`src/rtl/cmp2s_rr_arbiter.sv`:
```
// Round-robin arbiter that feeds one shared 2's-complement negator and returns tagged results.
// Define CMP2S_ARB_STATS_EN to add the consumed-response counters stat_cnt / stat_ovf_cnt.

module cmp2s_neg #(
   parameter int WIDTH = 4
) (
   input  logic [WIDTH-1:0] op,
   output logic [WIDTH-1:0] neg,
   output logic             ovf
);
   assign neg = ~op + WIDTH'(1);
   assign ovf = (op == {1'b1, {(WIDTH-1){1'b0}}});
endmodule

module cmp2s_rr_arbiter #(
   parameter int N_REQ = 4,
   parameter int WIDTH = 4,
   parameter int ID_W  = 2
) (
   input  logic                   clk,
   input  logic                   rst,
   input  logic [N_REQ-1:0]       req_valid,
   input  logic [N_REQ*WIDTH-1:0] req_data,
   output logic [N_REQ-1:0]       req_ready,
   output logic                   rsp_valid,
   output logic [WIDTH-1:0]       rsp_data,
   output logic [ID_W-1:0]        rsp_id,
   output logic                   rsp_ovf,
   input  logic                   rsp_ready
`ifdef CMP2S_ARB_STATS_EN
   ,
   output logic [15:0]            stat_cnt,
   output logic [15:0]            stat_ovf_cnt
`endif
);

   typedef enum logic {S_IDLE, S_RESP} state_t;

   state_t            state_q, state_d;
   logic [ID_W-1:0]   ptr_q, ptr_d;
   logic [WIDTH-1:0]  rsp_data_q, rsp_data_d;
   logic [ID_W-1:0]   rsp_id_q, rsp_id_d;
   logic              rsp_ovf_q, rsp_ovf_d;

   logic              accept, grant, gnt_found;
   logic [ID_W-1:0]   gnt_idx;
   logic [ID_W:0]     cand;
   logic [WIDTH-1:0]  gnt_op, neg_data;
   logic              neg_ovf;

   // Rotating priority search starting at ptr; cand carries one extra bit so the wrap is a single subtract.
   always_comb begin
      gnt_found = 1'b0;
      gnt_idx   = '0;
      cand      = '0;
      for (int k = 0; k < N_REQ; k++) begin
         cand = {1'b0, ptr_q} + (ID_W+1)'(k);
         if (cand >= (ID_W+1)'(N_REQ)) cand = cand - (ID_W+1)'(N_REQ);
         if (!gnt_found && req_valid[cand[ID_W-1:0]]) begin
            gnt_found = 1'b1;
            gnt_idx   = cand[ID_W-1:0];
         end
      end
   end

   always_comb begin
      gnt_op = '0;
      for (int i = 0; i < N_REQ; i++)
         if (ID_W'(i) == gnt_idx) gnt_op = req_data[i*WIDTH +: WIDTH];
   end

   cmp2s_neg #(.WIDTH(WIDTH)) u_neg (
      .op  (gnt_op),
      .neg (neg_data),
      .ovf (neg_ovf)
   );

   assign accept = (state_q == S_IDLE) || rsp_ready;
   assign grant  = accept && gnt_found && !rst;

   // FSM: state register
   always_ff @(posedge clk) begin
      if (rst) state_q <= S_IDLE;
      else     state_q <= state_d;
   end

   // FSM: next state
   always_comb begin
      state_d = state_q;
      case (state_q)
         S_IDLE: if (grant) state_d = S_RESP;
         S_RESP: if (!grant && rsp_ready) state_d = S_IDLE;
         default: state_d = S_IDLE;
      endcase
   end

   // FSM: outputs
   always_comb begin
      req_ready = '0;
      if (grant) req_ready[gnt_idx] = 1'b1;
      rsp_valid = (state_q == S_RESP);
   end

   always_comb begin
      ptr_d      = ptr_q;
      rsp_data_d = rsp_data_q;
      rsp_id_d   = rsp_id_q;
      rsp_ovf_d  = rsp_ovf_q;
      if (grant) begin
         ptr_d      = (gnt_idx == ID_W'(N_REQ-1)) ? '0 : gnt_idx + ID_W'(1);
         rsp_data_d = neg_data;
         rsp_id_d   = gnt_idx;
         rsp_ovf_d  = neg_ovf;
      end
   end

   always_ff @(posedge clk) begin
      if (rst) begin
         ptr_q      <= '0;
         rsp_data_q <= '0;
         rsp_id_q   <= '0;
         rsp_ovf_q  <= 1'b0;
      end else begin
         ptr_q      <= ptr_d;
         rsp_data_q <= rsp_data_d;
         rsp_id_q   <= rsp_id_d;
         rsp_ovf_q  <= rsp_ovf_d;
      end
   end

   assign rsp_data = rsp_data_q;
   assign rsp_id   = rsp_id_q;
   assign rsp_ovf  = rsp_ovf_q;

`ifdef CMP2S_ARB_STATS_EN
   logic [15:0] stat_cnt_q, stat_cnt_d, stat_ovf_cnt_q, stat_ovf_cnt_d;
   logic        consumed;

   assign consumed = (state_q == S_RESP) && rsp_ready;

   // Saturating counters of responses actually taken by the consumer.
   always_comb begin
      stat_cnt_d     = stat_cnt_q;
      stat_ovf_cnt_d = stat_ovf_cnt_q;
      if (consumed && stat_cnt_q != 16'hFFFF) stat_cnt_d = stat_cnt_q + 16'd1;
      if (consumed && rsp_ovf_q && stat_ovf_cnt_q != 16'hFFFF) stat_ovf_cnt_d = stat_ovf_cnt_q + 16'd1;
   end

   always_ff @(posedge clk) begin
      if (rst) begin
         stat_cnt_q     <= '0;
         stat_ovf_cnt_q <= '0;
      end else begin
         stat_cnt_q     <= stat_cnt_d;
         stat_ovf_cnt_q <= stat_ovf_cnt_d;
      end
   end

   assign stat_cnt     = stat_cnt_q;
   assign stat_ovf_cnt = stat_ovf_cnt_q;
`endif

endmodule

```
`config.mk`:
```
export PLATFORM = sky130hd
export DESIGN_NAME = cmp2s_rr_arbiter
export DESIGN_NICKNAME = d
export VERILOG_FILES = /design/src/rtl/cmp2s_rr_arbiter.sv
export SDC_FILE = /design/constraint.sdc
export NUM_CORES = 1
export LEC_CHECK = 0
export BUFFER_PORTS_ARGS = -buffer_cell sky130_fd_sc_hd__buf_2
export CORE_UTILIZATION = 40
export CTS_CLUSTER_DIAMETER = 80
export DETAILED_ROUTE_END_ITERATION = 8
export GPL_TIMING_DRIVEN = 0
export PLACE_DENSITY = 0.68
export SYNTH_ARGS = -nofsm -noshare
export SYNTH_HDL_FRONTEND = slang
export SYNTH_SLANG_ARGS = --single-unit
```
`constraint.sdc`:
```
create_clock -name clk -period 3.6 [get_ports clk]
set_input_delay 0.72 -clock clk [delete_from_list [all_inputs] [get_ports clk]]
set_output_delay 0.72 -clock clk [all_outputs]
set_load 0.05 [all_outputs]
```
# == After elaboration in Yosys (flattened, before gate mapping) ==
# Cells that the tools add are included.
# W data, S select, Z words.
# word_totals
ramBits,0
memories,0
mem_bits_ro,0
inputBits,23
output_inout_bits,12
reg_bits,10
latch_bits,0
# op_classes
bitwise_logic,2
addsub,9
magnitude_cmp,10
reduce_logical,14
mul,0
muxes,31
n_div,0
n_shift,0
eq_ne,5
# ops
cell,count
$mux W4,5
$mux W2,9
$lt A2 B3 Y1 const B,5
$mux W1,11
$ge A3 B3 Y1 const B,3
$bmux W1 S2,4
$sub A2 B1 Y2 const B,4
$logic_and A1 B1 Y1,7
$add A2 B2 Y3 const B,2
$logic_not A1 Y1,5
$add A4 B1 Y4 const B,1
$eq A2 B2 Y1 const A,2
$eq A4 B4 Y1 const B,1
$not A4 Y4,1
$add A2 B1 Y3 const B,1
$ge A2 B3 Y1 const B,1
$add A2 B1 Y2 const B,1
$demux W1 S2,1
$eq A1 B2 Y1 const A,1
$eq A2 B2 Y1 const B,1
$ge A2 B1 Y1 const B,1
$logic_not A2 Y1,1
$pmux W1 S2,1
$logic_or A1 B1 Y1,1
$not A1 Y1,1

# == Logic depth before layout (Yosys ltp) ==
# Gate-level depths: netlist of the first run.
# logic_depth
ltp_word,21
mapped_depth,14

# == Modules after synthesis ==
# From an unflattened synthesis of the first run, not the netlist that was laid out.
# hier_totals
cells_unflattened,97
area_unflattened_um2,755.7
# modules_own_cells
mod,cells_per_inst,area_per_inst_um2,instances
cmp2s_rr_arbiter,89,690.7,1
cmp2s_neg,8,65.1,1

# == Least setup slack after synthesis of the first run ==
# OpenSTA, ideal clock, no wires.
# synth_timing
kind,input-to-output
startpoint,in req_valid[3]
endpoint,out req_ready[3]
t_arrival_ns,2.971
path_slack_ns,-0.091
t_required_ns,2.880
cell_stages,8
path_buffers,1
cell_sequence,inv_1 -> a22o_1 -> a221oi_1 -> and2_1 -> ha_1 -> buf_6 -> inv_1 -> nor3_1
# synth_via
elab_chain_cells,17
# synth_lines
item,line_no,text
start: declaration,22,"input logic [N_REQ-1:0] req_valid,"
$bmux W1 S2,59,if (!gnt_found && req_valid[cand[ID_W-1:0]]) begin
$mux W1 (implied by the code),59,
$mux W1,59,
$logic_not A1 Y1,59,
$logic_and A1 B1 Y1,59,
$mux W1,59,
$logic_not A1 Y1,59,
$logic_and A1 B1 Y1,59,
(+2 left out),-,
$logic_and A1 B1 Y1,59,
$mux W2 *,59,
net gnt_idx[0],46,logic [ID_W-1:0] gnt_idx;
$lt A2 B3 Y1 (implied by the code) or $ge A2 B1 Y1 (tied branches),100,if (grant) req_ready[gnt_idx] = 1'b1;
$logic_and A1 B1 Y1 (implied by the code),100,
$mux W1 (implied by the code),100,
$demux W1 S2 *,100,
$mux W4 *,100,
end: declaration,24,"output logic [N_REQ-1:0] req_ready,"
# The timed path passes the listed nets; every way through them passes the cells marked *. The select of a mux whose other input is x is not followed.

# == Final worst setup path of the first run ==
# Ends and elaborated chain as after synthesis.

==> results summary, run 1 <==
The flow ran to the end, and the final reports show no timing, DRC or antenna violations. The relative contribution of combinational cells to total power is 0.591. The count of mapped cells out of synthesis came out at 99.

The number of nets with antenna violations after routing came out at 0. The final routed wirelength across all metal layers is 1730 um. The DRC violation count after routing came out at 0.

The register area share after synthesis came out at 0.265. The synthesized flop and latch total is 10. Measured against its own limit, the worst slew margin works out to 0.660. The width of the chip came out at approximately 45 um.

The layer flagged by global routing as most heavily used is met2. The area share of the largest cell type after synthesis came out at 0.265. The number of hold buffers added after cts came out at 0. The design draws about 550 uW. The largest net degree at the start of global routing came out at 11. The total non-filler cell area in the finished layout came out at 985 um2. The vias after detailed routing came out at 795.

The met3 capacity usage during global routing came out at 0.0794. The final net count is 166. The total half-perimeter wirelength after legalization and detailed placement is 1370 um.

The switching portion of total power came out at 0.471. The post-cts repair resize count came out at 0. In this run the static leakage power is 0.479 nW.

The final max-slew violation count came out at 0. The clock latency on the worst-skew pair is 0.26 ns. The post-CTS setup buffer count is 0.

The area of the mapped netlist is 756 um2. The worst-case clock buffer depth came out at 2. The initial detailed-routing violation count came out at 10. The worst-case hold slack is 0.451 ns.

The switching power came out at 259 uW. The count of input and output buffers is 34. The average size of a mapped cell is 7.63 um2. The portion of total power attributed to sequential cells came out at 0.271. The count of cells along the worst hold path came out at 2.

The power density relative to cell area is 558 nW/um2. TritonCTS built the clock tree. The met2 routing resource usage after global routing came out at 0.320. The area of placed instances is just under 1000 um2. The data arrival time of the critical path came out at 2.63 ns. The clock skew is 0.00255 ns. The count of fill cells added during filler insertion came out at 186.

The final non-filler cell total came out at 161. The aggregate global-route resource usage is 0.189. The length in cells of the worst reg-to-reg path came out at 14. Setup repair after global routing left no endpoint under its margin.

The number of flops mapped to enable cells by yosys is 0. STA puts the critical path data required time at 2.88 ns. The detailed-router iteration count before antenna repair came out at 3.

The largest voltage drop on the vdd net came out at 0.000273 V. For met1 alone, demand over resource in global routing was 0.215. The min-delay analysis places its worst path in the category register to register. The setup path with the least slack is of type input pin to primary output. The number of buffers created by CTS is 3. The number of top-level pins is 35.

The height of the chip came out at 45.5 um. STA classifies the critical path startpoint as an input pin. The slew of the pin with the lowest slew margin came out at 0.511 ns. The antenna diode count came out at 0.

The number of antenna violations at the first check in global routing was 0. The setup total negative slack came out at 0 ns. CTS built an H-tree with a depth of 1. The total of warnings raised by yosys came out at 0. Summing all multi-input logic gate instances after layout gives 499 um2. The first global-routing pass estimated between 2000 and 3000 um of wire. The hold violation count in the final report is 0. Of all flip-flops after synthesis, the portion carrying an async set or reset was 0.

The clock sink total is 10. Setup violations remaining at the end of the flow were counted as 0. The final critical-path share of the clock period is 0.932. The clock slew seen by the registers of the worst setup and hold paths came out at 0.06 ns. Dividing the detail-routed via count by the number of cells gives between 4 and 5.

The starting density of the core came out at 0.433. In the final layout, the share of cells above drive strength 1 is 0.346. The cell type contributing the most total cell area after synthesis is dfxtp_1.

The post-synthesis net count is 127. The number of cells after detailed placement is ~160. The element type at the critical path end is a primary output. The count of max-cap constraint violations came out at 0. The slack of the critical path came out at 0.246 ns. The area taken by flip-flops and latches is between 200 and 250 um2.

The share of total power dissipated in the clock network is 0.138. In this run the clock root is driven by a clkbuf_4. The core region is roughly 1700 um2. The floorplan step defined a die boundary enclosing a little over 2000 um2. The highest net fanout along the worst path came out at 10. From synthesis to final layout, the design area changed by 30.3%. Global routing finished with a remaining overflow of 0. The worst path needs 3.35 ns of the cycle, external delays included. Once layout is complete, the utilization of the core stands at 0.564. The count of cell types in the netlist is 33. Dividing the detail-routed wire length by the instance count gives 10.7 um. The placement-stage worst setup slack is 0.110 ns. Yosys attributes the largest share of cell area to dfxtp_1, a21oi_1, ha_1. Among all flip-flop cells after synthesis, the most frequent one is dfxtp_1. The weighted congestion at the end of routability-driven global placement is 0.743. The cell internal power dissipation is between 200 and 300 uW. For this run, the top clock speed supported by timing is 0.298 GHz.

The number of placement rows is 15. The number of global-route vias before repair is about 680.
[layout make-up]
cell class / instances / area share
plain buffers: 4 / 0.0318
repair buffers: 34 / 0.173
inverters: 8 / 0.0305
flip-flops and latches: 10 / 0.203
clock buffers: 3 / 0.0229
well taps: 25 / 0.0318
multi-input cells: 77 / 0.507
[power groups by stage]
stage	clock network (mW)	logic [mW]	registers [mW]
global placement	0	0.320	0.151
CTS	0.0788	0.328	0.149
detailed placement	0	0.325	0.151
global route	0.0851	0.357	0.153
floorplan	0	0.183	0.224
finish	0.0758	0.325	0.149
[routing by layer]
metal	vias to the layer above	wire [um]	share of wire
li1	416	-	-
met1	354	791	0.46
met2	25	842	0.49
met3	0	94	0.054
met4	0	0	0
met5	-	0	0
[registers in the layout, summed over array words and instances, names as in the netlist]
signal / cells
rsp_data: 4
rsp_valid: 1
rsp_id: 2
ptr_q: 2
rsp_ovf: 1
[synthesized netlist by cell type (all sizes together), types with 2 or more instances]
cell type and instances:
inv 8, nor2b 2, nor2 4, nand2b 3, nor3b 3, and2 5
buf 4, a211oi 6, nand2 17, ha 5, nand3b 3, dfxtp 10
a21oi 13, o21ai 3
[final timing paths]
| path | start | endpoint | slack (ns) |
|---|---|---|---|
| setup / recovery | req_valid[3] | req_ready[3] | 0.25 |
| hold / removal | rsp_id[0] | rsp_id[0] | 0.45 |
| setup reg to reg | ptr_q[0] | rsp_data[2] | 0.53 |
| hold reg to reg | rsp_id[0] | rsp_id[0] | 0.45 |
[layout by cell type, fill, tap and decap left out, types with 2 or more instances in the layout]
cell and n:
a211oi_2 2, and2_1 4, nor2_1 4, buf_2 35
nor3b_1 2, clkbuf_4 3, a211oi_1 4, o21ai_0 3
nand2b_1 3, a21oi_1 13, nand2_1 16, nor2b_1 2
buf_6 2, ha_1 5, inv_1 8, dfxtp_1 10
nand3b_1 3
[cells by family after synthesis]
logic type,Yosys count,share of synthesized area
adders and majority gates,5,0.0828
buffers and inverters,12,0.0811
xor gates and xnor gates,2,0.0232
AOI/OAI and AO/OA,28,0.242
and+or+nand+nor,42,0.306
DFF,10,0.265
[worst max-delay path, cell delays in order]
cell and delay (ns):
buf_2 0.10, inv_1 0.05, a22o_1 0.22, a221oi_1 0.46, and2_1 0.26, ha_1 0.19, buf_6 0.14, inv_1 0.06
nor3_2 0.13, buf_2 0.28
(Power assumes the default switching activity.)
==> run 2: changes to the inputs <==
--- a/constraint.sdc
+++ b/constraint.sdc
@@ -3,2 +3,2 @@
 set_output_delay 0.72 -clock clk [all_outputs]
-set_load 0.05 [all_outputs]
+set_load 0.005 [all_outputs]
==> results summary, run 2 (synthesis results as in run 1) <==
The final max-slew violation count came out at 0. The signal on the critical path passes through buf_2 > inv_1 > a22o_1 > a221oi_1 > and2_1 > ha_1 > buf_6 > inv_1 > nor3_1 > buf_2. The final net count is ~170. For this design the ratio of total power to cell area is 488 nW/um2. For this run, the top clock speed supported by timing is 0.313 GHz. The static leakage power is 0.485 nW. The max-slew headroom at the worst pin came out at 0.678.

The switching power is between 150 and 200 uW. Of the total power, combinational logic draws 0.481. The number of antenna violations at the first check in global routing is 0.

The final critical-path share of the clock period came out at 0.886. The post-cts repair resize count is 0. The total setup violations reported at the end of the flow came out at 0. The total power after layout is between 400 and 500 uW. In the final timing run, aggregate negative setup slack is 0 ns. The reg-to-reg setup timing slack came out at 0.60 ns. The width of the chip came out at 45.5 um. The switching portion of total power is 0.357. The starting density of the core came out at 0.433. The cell internal power dissipation came out at 312 uW. The antenna diode count came out at 0.

The worst register-to-register path begins at ptr_q[0]. The area growth from synthesis to layout is 31.5%. The share of final-layout standard cells stronger than drive strength 1 is 0.343. The DRC violation count after routing came out at 0.

After detailed placement, the total cell area comes to approximately 960 um2. The clock tree from TritonCTS is done. The length in cells of the worst reg-to-reg path is 14.

In this run the worst hold path is classified as register to register. The worst-case clock buffer depth came out at 2. Once the clock tree was built, the setup fixing pass inserted 0 buffers. In this design, the stage delay of the slowest critical-path cell is 0.42 ns. The endpoint identified for the worst register-to-register timing path is rsp_data[2]. The detail route stage leaves a number of antenna-violating nets equal to 0.

Setup repair after global routing left no endpoint under its margin. CTS placed an instance of clkbuf_4 at the clock tree root. In this run the core area contains 15 standard-cell rows. The clock drives 10 sinks.

The area enclosed by the die boundary came out at 2070 um2. The number of hold buffers added after cts is 0. The data arrival time of the critical path is 2.47 ns. The global-route wire length before repair is 2950 um. Clock latency on the worst-skew pair, taken at its later pin, is 0.27 ns. The slew of the pin with the lowest slew margin came out at slightly below 0.5 ns. Setup slack closes at approximately 0.41 ns.

The number of top-level pins is 35. The vias after detailed routing came out at 806. The weighted congestion at the end of routability-driven global placement is 0.754. The number of buffers created by CTS is 3. The number of cells after detailed placement is 158.

The largest net degree at the start of global routing came out at 11. The clock slew seen by the registers of the worst setup and hold paths is 0.07 ns. Once layout is complete, the utilization of the core stands at 0.569. The count of cells along the worst hold path is 2. The initial detailed-routing violation count came out at 11. Among all stages on the critical path, the largest delay is contributed by a221oi_1. The count of max-cap constraint violations came out at 0.

The total non-filler cell area in the finished layout came out at 993 um2. The largest voltage drop on the vdd net came out at approximately 0.00025 V. The hold violation count in the final report was 0. The count of input and output buffers is 34. The share of total power dissipated in sequential elements is 0.307. The library cells used most frequently in the layout, excluding fill and tap cells, are buf_2, nand2_1, a21oi_1, dfxtp_1, inv_1.

The number of global-route vias before repair is 707. The placement-stage worst setup slack came out at approximately 0.16 ns. In this run the most critical hold path is launched from rsp_id[1]. The first TritonRoute pass finished after 4 iterations.

For this run, the total global-route usage over all layers was measured as 0.197. The power share of the clock group is 0.212. STA classifies the critical path startpoint as an input pin.

The clock period could shrink to 3.19 ns. The total half-perimeter wirelength after legalization and detailed placement is 1320 um. In this run the number of H-tree levels came out at 1. The final non-filler cell total is 162. STA classifies the critical path endpoint as a primary output. For hold timing, the worst endpoint is rsp_id[1]. The clock skew is roughly 0.00024 ns. For this block, the routed nets add up to 1660 um of wire.

Data on the critical path is required at its endpoint by around 2.9 ns. Along the worst path, the maximum fanout reaches 10. Global routing finished with a remaining overflow of 0. The register with the most flip-flops in the layout has 4 of them. The placeable core area is around 1700 um2. The critical path in this run is classified as input pin to primary output. The number of vias per cell after detailed routing is 4.98. The run finished with clean final reports. Leaving out fill and tap cells, the most frequent cell in the layout is buf_2.

The detailed-route wire length per cell came out at slightly above 10 um. The die is 45.5 um tall. The worst-case hold slack came out at about 0.45 ns.
[run 2: changes by cell type in the layout (fill, tap and decap cells not counted)]
cell / delta
nor3_2: -1
clkbuf_8: +1
nor3_1: +1
[run 2: power groups by stage]
stage	sequential (mW)	clock, mW	combinational, mW
CTS	0.149	0.106	0.236
finish	0.149	0.103	0.233
global placement	0.150	0	0.232
detailed placement	0.152	0	0.235
global route	0.152	0.113	0.268
floorplan	0.153	0	0.166
[run 2: worst max-delay path by stage]
stage,slack [ns],endpoint,startpoint
2_1_floorplan,0.59,rsp_data[2],req_valid[3]
3_3_place_gp,0.19,rsp_data[2],req_valid[3]
3_5_place_dp,0.16,rsp_data[2],req_valid[3]
4_1_cts,0.41,req_ready[3],req_valid[3]
5_1_grt,0.18,rsp_data[2],req_valid[3]
6_report,0.41,req_ready[3],req_valid[3]
[run 2: cell type report]
cell class / instances / area, um2
clock buffers: 4 / 36.3
flip-flops and latches: 10 / 200
plain buffers: 4 / 31.3
inverters: 8 / 30.0
multi-input cells: 77 / 494
well taps: 25 / 31.3
fillers: 185 / 752
repair buffers: 34 / 170
[run 2: worst max-delay path, delay by kind of cell]
family          cells  cell delay, ns
compound gates      2            0.63
buf+inv             5            0.49
simple gates        2            0.43
fa+ha+maj           1            0.20
[run 2: layer usage]
| metal | part of all wire | up-vias | global-route usage |
|---|---|---|---|
| met1 | 0.44 | 359 | 0.236 |
| met2 | 0.50 | 25 | 0.323 |
| li1 | - | 420 | - |
| met4 | 0.0084 | 0 | 0.0727 |
| met5 | 0 | - | 0 |
| met3 | 0.051 | 2 | 0.0635 |
